<file path="src/rtl/rvfi_trace_buffer_if.sv">
// RVFI retirement packet in, trace beat out (valid/ready), as one bundle.
interface rvfi_trace_buffer_if #(
    parameter int XLEN = 64,
    parameter int ILEN = 32
);
    logic            rvfi_valid;
    logic [63:0]     rvfi_order;
    logic [ILEN-1:0] rvfi_insn;
    logic            rvfi_trap;
    logic [XLEN-1:0] rvfi_pc_rdata;
    logic [XLEN-1:0] rvfi_pc_wdata;
    logic [4:0]      rvfi_rd_addr;
    logic [XLEN-1:0] rvfi_rd_wdata;

    logic            trace_valid;
    logic            trace_ready;
    logic [63:0]     trace_order;
    logic [ILEN-1:0] trace_insn;
    logic            trace_trap;
    logic [XLEN-1:0] trace_pc;
    logic [XLEN-1:0] trace_next_pc;
    logic [4:0]      trace_rd_addr;
    logic [XLEN-1:0] trace_rd_wdata;

    modport master (
        output rvfi_valid, rvfi_order, rvfi_insn, rvfi_trap, rvfi_pc_rdata,
               rvfi_pc_wdata, rvfi_rd_addr, rvfi_rd_wdata, trace_ready,
        input  trace_valid, trace_order, trace_insn, trace_trap, trace_pc,
               trace_next_pc, trace_rd_addr, trace_rd_wdata
    );

    modport slave (
        input  rvfi_valid, rvfi_order, rvfi_insn, rvfi_trap, rvfi_pc_rdata,
               rvfi_pc_wdata, rvfi_rd_addr, rvfi_rd_wdata, trace_ready,
        output trace_valid, trace_order, trace_insn, trace_trap, trace_pc,
               trace_next_pc, trace_rd_addr, trace_rd_wdata
    );
endinterface

</file>
<file path="src/rtl/rvfi_trace_buffer.sv">
// Show-ahead retirement-trace FIFO with order-continuity check and
// saturating overflow drop counter.
module rvfi_trace_buffer #(
    parameter int DEPTH = 8,
    parameter int XLEN  = 64,
    parameter int ILEN  = 32
) (
    input  logic                     clock,
    input  logic                     reset,
    rvfi_trace_buffer_if.slave       bus,
    input  logic                     clear,
    output logic [$clog2(DEPTH):0]   level,
    output logic                     overflow,
    output logic [15:0]              drop_count,
    output logic                     order_error
);
    localparam int AW = $clog2(DEPTH);
    localparam logic [AW:0] FULL_LEVEL = (AW + 1)'(DEPTH);

    typedef struct packed {
        logic [63:0]     order;
        logic [ILEN-1:0] insn;
        logic            trap;
        logic [XLEN-1:0] pc;
        logic [XLEN-1:0] next_pc;
        logic [4:0]      rd_addr;
        logic [XLEN-1:0] rd_wdata;
    } entry_t;

    entry_t        mem [DEPTH];
    entry_t        head;
    logic [AW-1:0] wptr;
    logic [AW-1:0] rptr;
    logic [63:0]   expected;
    logic          resync;
    logic          pop;
    logic          push;
    logic          drop;

    assign pop  = bus.trace_valid && bus.trace_ready;
    assign push = bus.rvfi_valid && ((level != FULL_LEVEL) || pop);
    assign drop = bus.rvfi_valid && (level == FULL_LEVEL) && !pop;

    // Storage carries no reset; outputs are masked by level instead.
    always_ff @(posedge clock) begin
        if (push && !clear) begin
            mem[wptr] <= '{
                order:    bus.rvfi_order,
                insn:     bus.rvfi_insn,
                trap:     bus.rvfi_trap,
                pc:       bus.rvfi_pc_rdata,
                next_pc:  bus.rvfi_pc_wdata,
                rd_addr:  bus.rvfi_rd_addr,
                rd_wdata: bus.rvfi_rd_wdata
            };
        end
    end

    always_ff @(posedge clock or posedge reset) begin
        if (reset) begin
            wptr        <= '0;
            rptr        <= '0;
            level       <= '0;
            overflow    <= 1'b0;
            drop_count  <= '0;
            order_error <= 1'b0;
            expected    <= '0;
            resync      <= 1'b0;
        end else if (clear) begin
            wptr        <= '0;
            rptr        <= '0;
            level       <= '0;
            overflow    <= 1'b0;
            drop_count  <= '0;
            order_error <= 1'b0;
            resync      <= 1'b1;
        end else begin
            if (push) wptr <= wptr + 1'b1;
            if (pop)  rptr <= rptr + 1'b1;
            case ({push, pop})
                2'b10:   level <= level + 1'b1;
                2'b01:   level <= level - 1'b1;
                default: level <= level;
            endcase
            if (drop) begin
                overflow <= 1'b1;
                if (drop_count != '1) drop_count <= drop_count + 16'd1;
            end
            // Dropped packets still advance the expected order.
            if (bus.rvfi_valid) begin
                if (!resync && (bus.rvfi_order != expected)) order_error <= 1'b1;
                expected <= bus.rvfi_order + 64'd1;
                resync   <= 1'b0;
            end
        end
    end

    assign head            = mem[rptr];
    assign bus.trace_valid = (level != '0);

    always_comb begin
        bus.trace_order    = '0;
        bus.trace_insn     = '0;
        bus.trace_trap     = 1'b0;
        bus.trace_pc       = '0;
        bus.trace_next_pc  = '0;
        bus.trace_rd_addr  = '0;
        bus.trace_rd_wdata = '0;
        if (bus.trace_valid) begin
            bus.trace_order    = head.order;
            bus.trace_insn     = head.insn;
            bus.trace_trap     = head.trap;
            bus.trace_pc       = head.pc;
            bus.trace_next_pc  = head.next_pc;
            bus.trace_rd_addr  = head.rd_addr;
            bus.trace_rd_wdata = head.rd_wdata;
        end
    end
endmodule

</file>
<file path="src/flat_wrapper.sv">
// flat-port wrapper written by rule: the top's interface ports become plain ports
module rvfi_trace_buffer_flat 
#(
    parameter int DEPTH = 8,
    parameter int XLEN  = 64,
    parameter int ILEN  = 32
)
  (clock, reset, clear, level, overflow, drop_count, order_error, bus_rvfi_valid, bus_rvfi_order, bus_rvfi_insn, bus_rvfi_trap, bus_rvfi_pc_rdata, bus_rvfi_pc_wdata, bus_rvfi_rd_addr, bus_rvfi_rd_wdata, bus_trace_ready, bus_trace_valid, bus_trace_order, bus_trace_insn, bus_trace_trap, bus_trace_pc, bus_trace_next_pc, bus_trace_rd_addr, bus_trace_rd_wdata);
  rvfi_trace_buffer_if #(.XLEN(XLEN), .ILEN(ILEN)) bus_i ();
  input  logic clock;
  input  logic reset;
  input  logic clear;
  output logic [$clog2(DEPTH):0] level;
  output logic overflow;
  output logic [15:0] drop_count;
  output logic order_error;
  input wire logic [$bits(bus_i.rvfi_valid)-1:0] bus_rvfi_valid;
  input wire logic [$bits(bus_i.rvfi_order)-1:0] bus_rvfi_order;
  input wire logic [$bits(bus_i.rvfi_insn)-1:0] bus_rvfi_insn;
  input wire logic [$bits(bus_i.rvfi_trap)-1:0] bus_rvfi_trap;
  input wire logic [$bits(bus_i.rvfi_pc_rdata)-1:0] bus_rvfi_pc_rdata;
  input wire logic [$bits(bus_i.rvfi_pc_wdata)-1:0] bus_rvfi_pc_wdata;
  input wire logic [$bits(bus_i.rvfi_rd_addr)-1:0] bus_rvfi_rd_addr;
  input wire logic [$bits(bus_i.rvfi_rd_wdata)-1:0] bus_rvfi_rd_wdata;
  input wire logic [$bits(bus_i.trace_ready)-1:0] bus_trace_ready;
  output wire logic [$bits(bus_i.trace_valid)-1:0] bus_trace_valid;
  output wire logic [$bits(bus_i.trace_order)-1:0] bus_trace_order;
  output wire logic [$bits(bus_i.trace_insn)-1:0] bus_trace_insn;
  output wire logic [$bits(bus_i.trace_trap)-1:0] bus_trace_trap;
  output wire logic [$bits(bus_i.trace_pc)-1:0] bus_trace_pc;
  output wire logic [$bits(bus_i.trace_next_pc)-1:0] bus_trace_next_pc;
  output wire logic [$bits(bus_i.trace_rd_addr)-1:0] bus_trace_rd_addr;
  output wire logic [$bits(bus_i.trace_rd_wdata)-1:0] bus_trace_rd_wdata;
  assign bus_i.rvfi_valid = bus_rvfi_valid;
  assign bus_i.rvfi_order = bus_rvfi_order;
  assign bus_i.rvfi_insn = bus_rvfi_insn;
  assign bus_i.rvfi_trap = bus_rvfi_trap;
  assign bus_i.rvfi_pc_rdata = bus_rvfi_pc_rdata;
  assign bus_i.rvfi_pc_wdata = bus_rvfi_pc_wdata;
  assign bus_i.rvfi_rd_addr = bus_rvfi_rd_addr;
  assign bus_i.rvfi_rd_wdata = bus_rvfi_rd_wdata;
  assign bus_i.trace_ready = bus_trace_ready;
  assign bus_trace_valid = bus_i.trace_valid;
  assign bus_trace_order = bus_i.trace_order;
  assign bus_trace_insn = bus_i.trace_insn;
  assign bus_trace_trap = bus_i.trace_trap;
  assign bus_trace_pc = bus_i.trace_pc;
  assign bus_trace_next_pc = bus_i.trace_next_pc;
  assign bus_trace_rd_addr = bus_i.trace_rd_addr;
  assign bus_trace_rd_wdata = bus_i.trace_rd_wdata;
  rvfi_trace_buffer #(.DEPTH(DEPTH), .XLEN(XLEN), .ILEN(ILEN)) u_core (.clock(clock), .reset(reset), .bus(bus_i), .clear(clear), .level(level), .overflow(overflow), .drop_count(drop_count), .order_error(order_error));
endmodule
</file>
<file path="config.mk">
export PLATFORM = sky130hd
export DESIGN_NAME = rvfi_trace_buffer_flat
export DESIGN_NICKNAME = d
export VERILOG_FILES = /design/src/rtl/rvfi_trace_buffer_if.sv /design/src/rtl/rvfi_trace_buffer.sv /design/src/flat_wrapper.sv
export SDC_FILE = /design/constraint.sdc
export NUM_CORES = 2
export LEC_CHECK = 0
export BUFFER_PORTS_ARGS = -buffer_cell sky130_fd_sc_hd__buf_2
export CORE_MARGIN = 3
export CORE_UTILIZATION = 36
export DETAILED_ROUTE_END_ITERATION = 10
export HOLD_SLACK_MARGIN = 0.12
export PLACE_DENSITY = 0.5
export SETUP_SLACK_MARGIN = 0.02
export SYNTH_ARGS = -nofsm -noshare
export SYNTH_HDL_FRONTEND = slang
export SYNTH_SLANG_ARGS = --single-unit
</file>
<file path="constraint.sdc">
create_clock -name clock -period 27.4 [get_ports clock]
set_clock_uncertainty 0.15 [all_clocks]
set_input_delay 2.74 -clock clock [delete_from_list [all_inputs] [get_ports clock]]
set_output_delay 2.74 -clock clock [all_outputs]
set_load 0.02 [all_outputs]
</file>
==> results by group <==
Critical path
  • Worst reg2reg setup slack: 22.25 ns
  • Worst setup SP type: flip-flop
  • R2r endpoint: u_core.mem[3][223]$_DFFE_PP_
  • Crit path required time: 24.51 ns
  • CP max FO: 97
  • R2R depth: 8
  • R2r startpoint: u_core.level[1]$_DFFE_PP0P_
  • Crit Path Class: flip-flop to output pin
  • Worst Setup End Kind: output pin
  • CP arrival: 6.29 ns

Logic synthesis
  • Synthesized instance count: 4412
  • Post-Synth XOR/XNOR Area: 1.12%
  • Synthesis Warnings: 0
  • Multiplexer area fraction after synthesis: 17.1%
  • Flops & latches, synth: 2445
  • Sequential share of the synthesized area: 77.1%
  • Avg Cell Area, Syn: 21.5 um^2
  • Largest family of logic cells by synthesized area: multiplexers
  • Post-synthesis simple-gate area fraction: 2.91%
  • Count of cell types in the netlist: 49
  • Async set-or-reset flop fraction in the synthesized netlist: 3.80%
  • EDFF count, synth: 2352
  • Synthesized Nets: 4717
  • Syn Std Cell Area: 0.0947 mm^2
  • Synth Area in Adders: 0.0793%
  • Synth Area in Compound Gates: 0.686%
  • Prevailing post-synth register cell: edfxtp_1

STA
  • Period utilisation layout: 33.5%
  • Period minus WS final: 9.18 ns
  • Worst-margin pin slew: 1.19 ns
  • Setup violations, final: 0
  • Pins over their slew limit: 0
  • Worst slew margin: 20.3%
  • WHS: 0.338 ns
  • Setup total negative slack: 0 ns
  • Final Hold Vio Count: 0
  • Fmax: 109 MHz
  • Final worst slack: 18.22 ns
  • Unrepaired setup endpoints after global routing: no

Final layout
  • Most frequent cells in the layout: edfxtp_1, buf_2, mux4_2, nor2_1, mux2i_1
  • Area Growth Syn to Fin: 17.0%
  • Final Core Density: 42.5%
  • Fraction of layout cells with a size suffix above 1: 31.5%
  • Post-route cell area: 0.111 mm^2
  • Final Net Count: 5474
  • Most common cell after layout, fill and taps aside: edfxtp_1

Route
  • # DRC: 0
  • Via count: 46012
  • Avg WL per Cell: 26.4 um
  • Via density per instance: 5.18
  • DRT Wirelength: 234 mm
  • Antenna-violating nets left: 0
  • 1st-pass router iterations: 6
  • Initial DRC count: 3558

Power
  • VDD IR-drop max: 165 uV
  • P per Cell Area: 92.4 mW/mm^2
  • Leakage: 35.1 nW

Status
  • Status: finished, final reports clean

Floorplanning
  • Die area: 0.269 mm^2
  • Core Box Area: 0.261 mm^2
  • Io pins: 616
  • Die Y: 519 um
  • Num rows: 187
  • Width of the die: 519 um
  • Starting Density: 36.3%

Clock tree
  • Register clock-pin slew on the reported worst setup and hold paths: 0.06 ns
  • Worst skew pair latency: 0.89 ns
  • Post-CTS Hold Buffers: 0
  • CTS-repair resized insts: 0
  • H-Tree Depth: 5
  • Root Buffer Master: clkbuf_16
  • Clock buffer depth: 4
  • Post-CTS Setup Inserts: 0
  • Total CTS buffers: 287
  • Clock Sinks: 2445
  • CTS tree: done

Global routing
  • All-Layer GR Usage: 17.1%
  • Maximum number of pins on one net before global-route repair: 160
  • Antenna violations before repair: 90
  • Grt ovf: 0
  • Global-route wire length before repair: 344 mm
  • Vias in the first global route: 48372

Placement
  • DP HPWL: 131 mm
  • Routability Congestion: 0.746
  • Pre-CTS WS: 18.76 ns
  • DP Area: 0.102 mm^2
  • Buffers on Ports: 615

Min path
  • HP Class: flip-flop to flip-flop
  • Worst Hold Path EP: u_core.resync$_DFFE_PP0P_
  • Hold Path Origin: u_core.resync$_DFFE_PP0P_
  • Hold depth: 1

Flow run
  • Max cap viols: 0
[layout make-up]
type / instances / area [um^2]
fill: 22878 / 150000
clock buffer: 350 / 7520
inverter: 12 / 47.5
clock inverter: 136 / 1100
multi-input combinational: 1727 / 20800
sequential: 2445 / 73000
timing repair buffer: 696 / 3820
antenna: 25 / 62.6
tap: 3496 / 4370
[worst max-delay path by stage]
| stage | to | from | slack, ns | cells past startpoint |
|---|---|---|---|---|
| 2_1_floorplan | u_core.mem[1][0]$_DFFE_PP_ | bus_rvfi_valid | 2.43 | 5 |
| 3_3_place_gp | bus_trace_pc[14] | u_core.rptr[0]$_DFFE_PP0P_ | 18.75 | 8 |
| 3_5_place_dp | bus_trace_pc[14] | u_core.rptr[0]$_DFFE_PP0P_ | 18.76 | 8 |
| 4_1_cts | bus_trace_pc[14] | u_core.rptr[0]$_DFFE_PP0P_ | 17.76 | 8 |
| 5_1_grt | bus_trace_insn[30] | u_core.rptr[0]$_DFFE_PP0P_ | 17.41 | 8 |
| 6_report | bus_trace_insn[30] | u_core.rptr[0]$_DFFE_PP0P_ | 18.22 | 8 |
[flip-flops by register name, indices dropped and copies added (netlist names)]
register	cells
u_core.order_error	1
u_core.wptr	3
u_core.overflow	1
u_core.expected	64
u_core.drop_count	16
u_core.rptr	3
u_core.level	4
u_core.resync	1
u_core.mem	2352
[where the power goes]
part / switching [mW] / internal, mW
registers: 0.0500 / 4.19
logic: 1.56 / 0.893
clock network: 1.46 / 2.08
total: 3.06 / 7.17
[metrics by stage]
step                total power [mW]  std cells
finish                          10.2       8887
global route                    10.7       8865
CTS                             10.4       8862
detailed placement              6.85       8376
global placement                6.85       8376
floorplan                       5.94       4412
[cell usage after synthesis (3+ instances only)]
cell	n	share of area, %
edfxtp_1	2352	75
mux4_2	588	14
nor2_1	345	1.4
mux2i_1	297	3.1
clkbuf_1	111	0.44
dfrtp_1	93	2.5
buf_1	87	0.34
nand2_1	81	0.32
xor2_1	77	0.71
o21ai_0	59	0.31
xnor2_1	44	0.41
nand3_1	36	0.19
nand4_1	32	0.21
buf_2	30	0.16
a31oi_1	20	0.13
nor4_1	20	0.13
or3_1	20	0.13
a21oi_1	14	0.074
inv_1	12	0.048
and3_1	11	0.073
nor3_1	10	0.053
and2_1	8	0.053
and4_1	8	0.074
or4_1	7	0.056
ha_1	6	0.079
a211oi_1	4	0.032
o31ai_1	4	0.032
nand2b_1	3	0.020
nand3_2	3	0.032
nand4_2	3	0.040
nor2b_1	3	0.020
o211ai_1	3	0.024
[worst max-delay path, cell delays in order, from the launching register on]
cell	delay [ns]
dfrtp_4	0.93
buf_4	0.85
buf_12	0.67
buf_4	0.81
buf_4	0.78
mux4_2	0.59
mux2i_1	0.17
nor2_1	0.11
buf_2	0.24
[per-layer routing]
layer | GRT usage [%] | part of all wire (%) | vias to the layer above
li1 | - | - | 19741
met1 | 23.2 | 43 | 24566
met2 | 28.3 | 49 | 1204
met3 | 3.80 | 5.9 | 453
met4 | 3.97 | 2.2 | 48
met5 | 0 | 0.14 | -
[cell families (layout without fill, tap and decap cells)]
kind of cell,after synthesis,in the layout
DFF,2445,2445
AOI/OAI and AO/OA,113,113
buffers and inverters,240,1194
adders and majority gates,6,6
other,0,25
and+or+nand+nor,601,601
muxes,886,886
xor gates and xnor gates,121,121
Note: power is estimated with default switching activity, not from simulation.
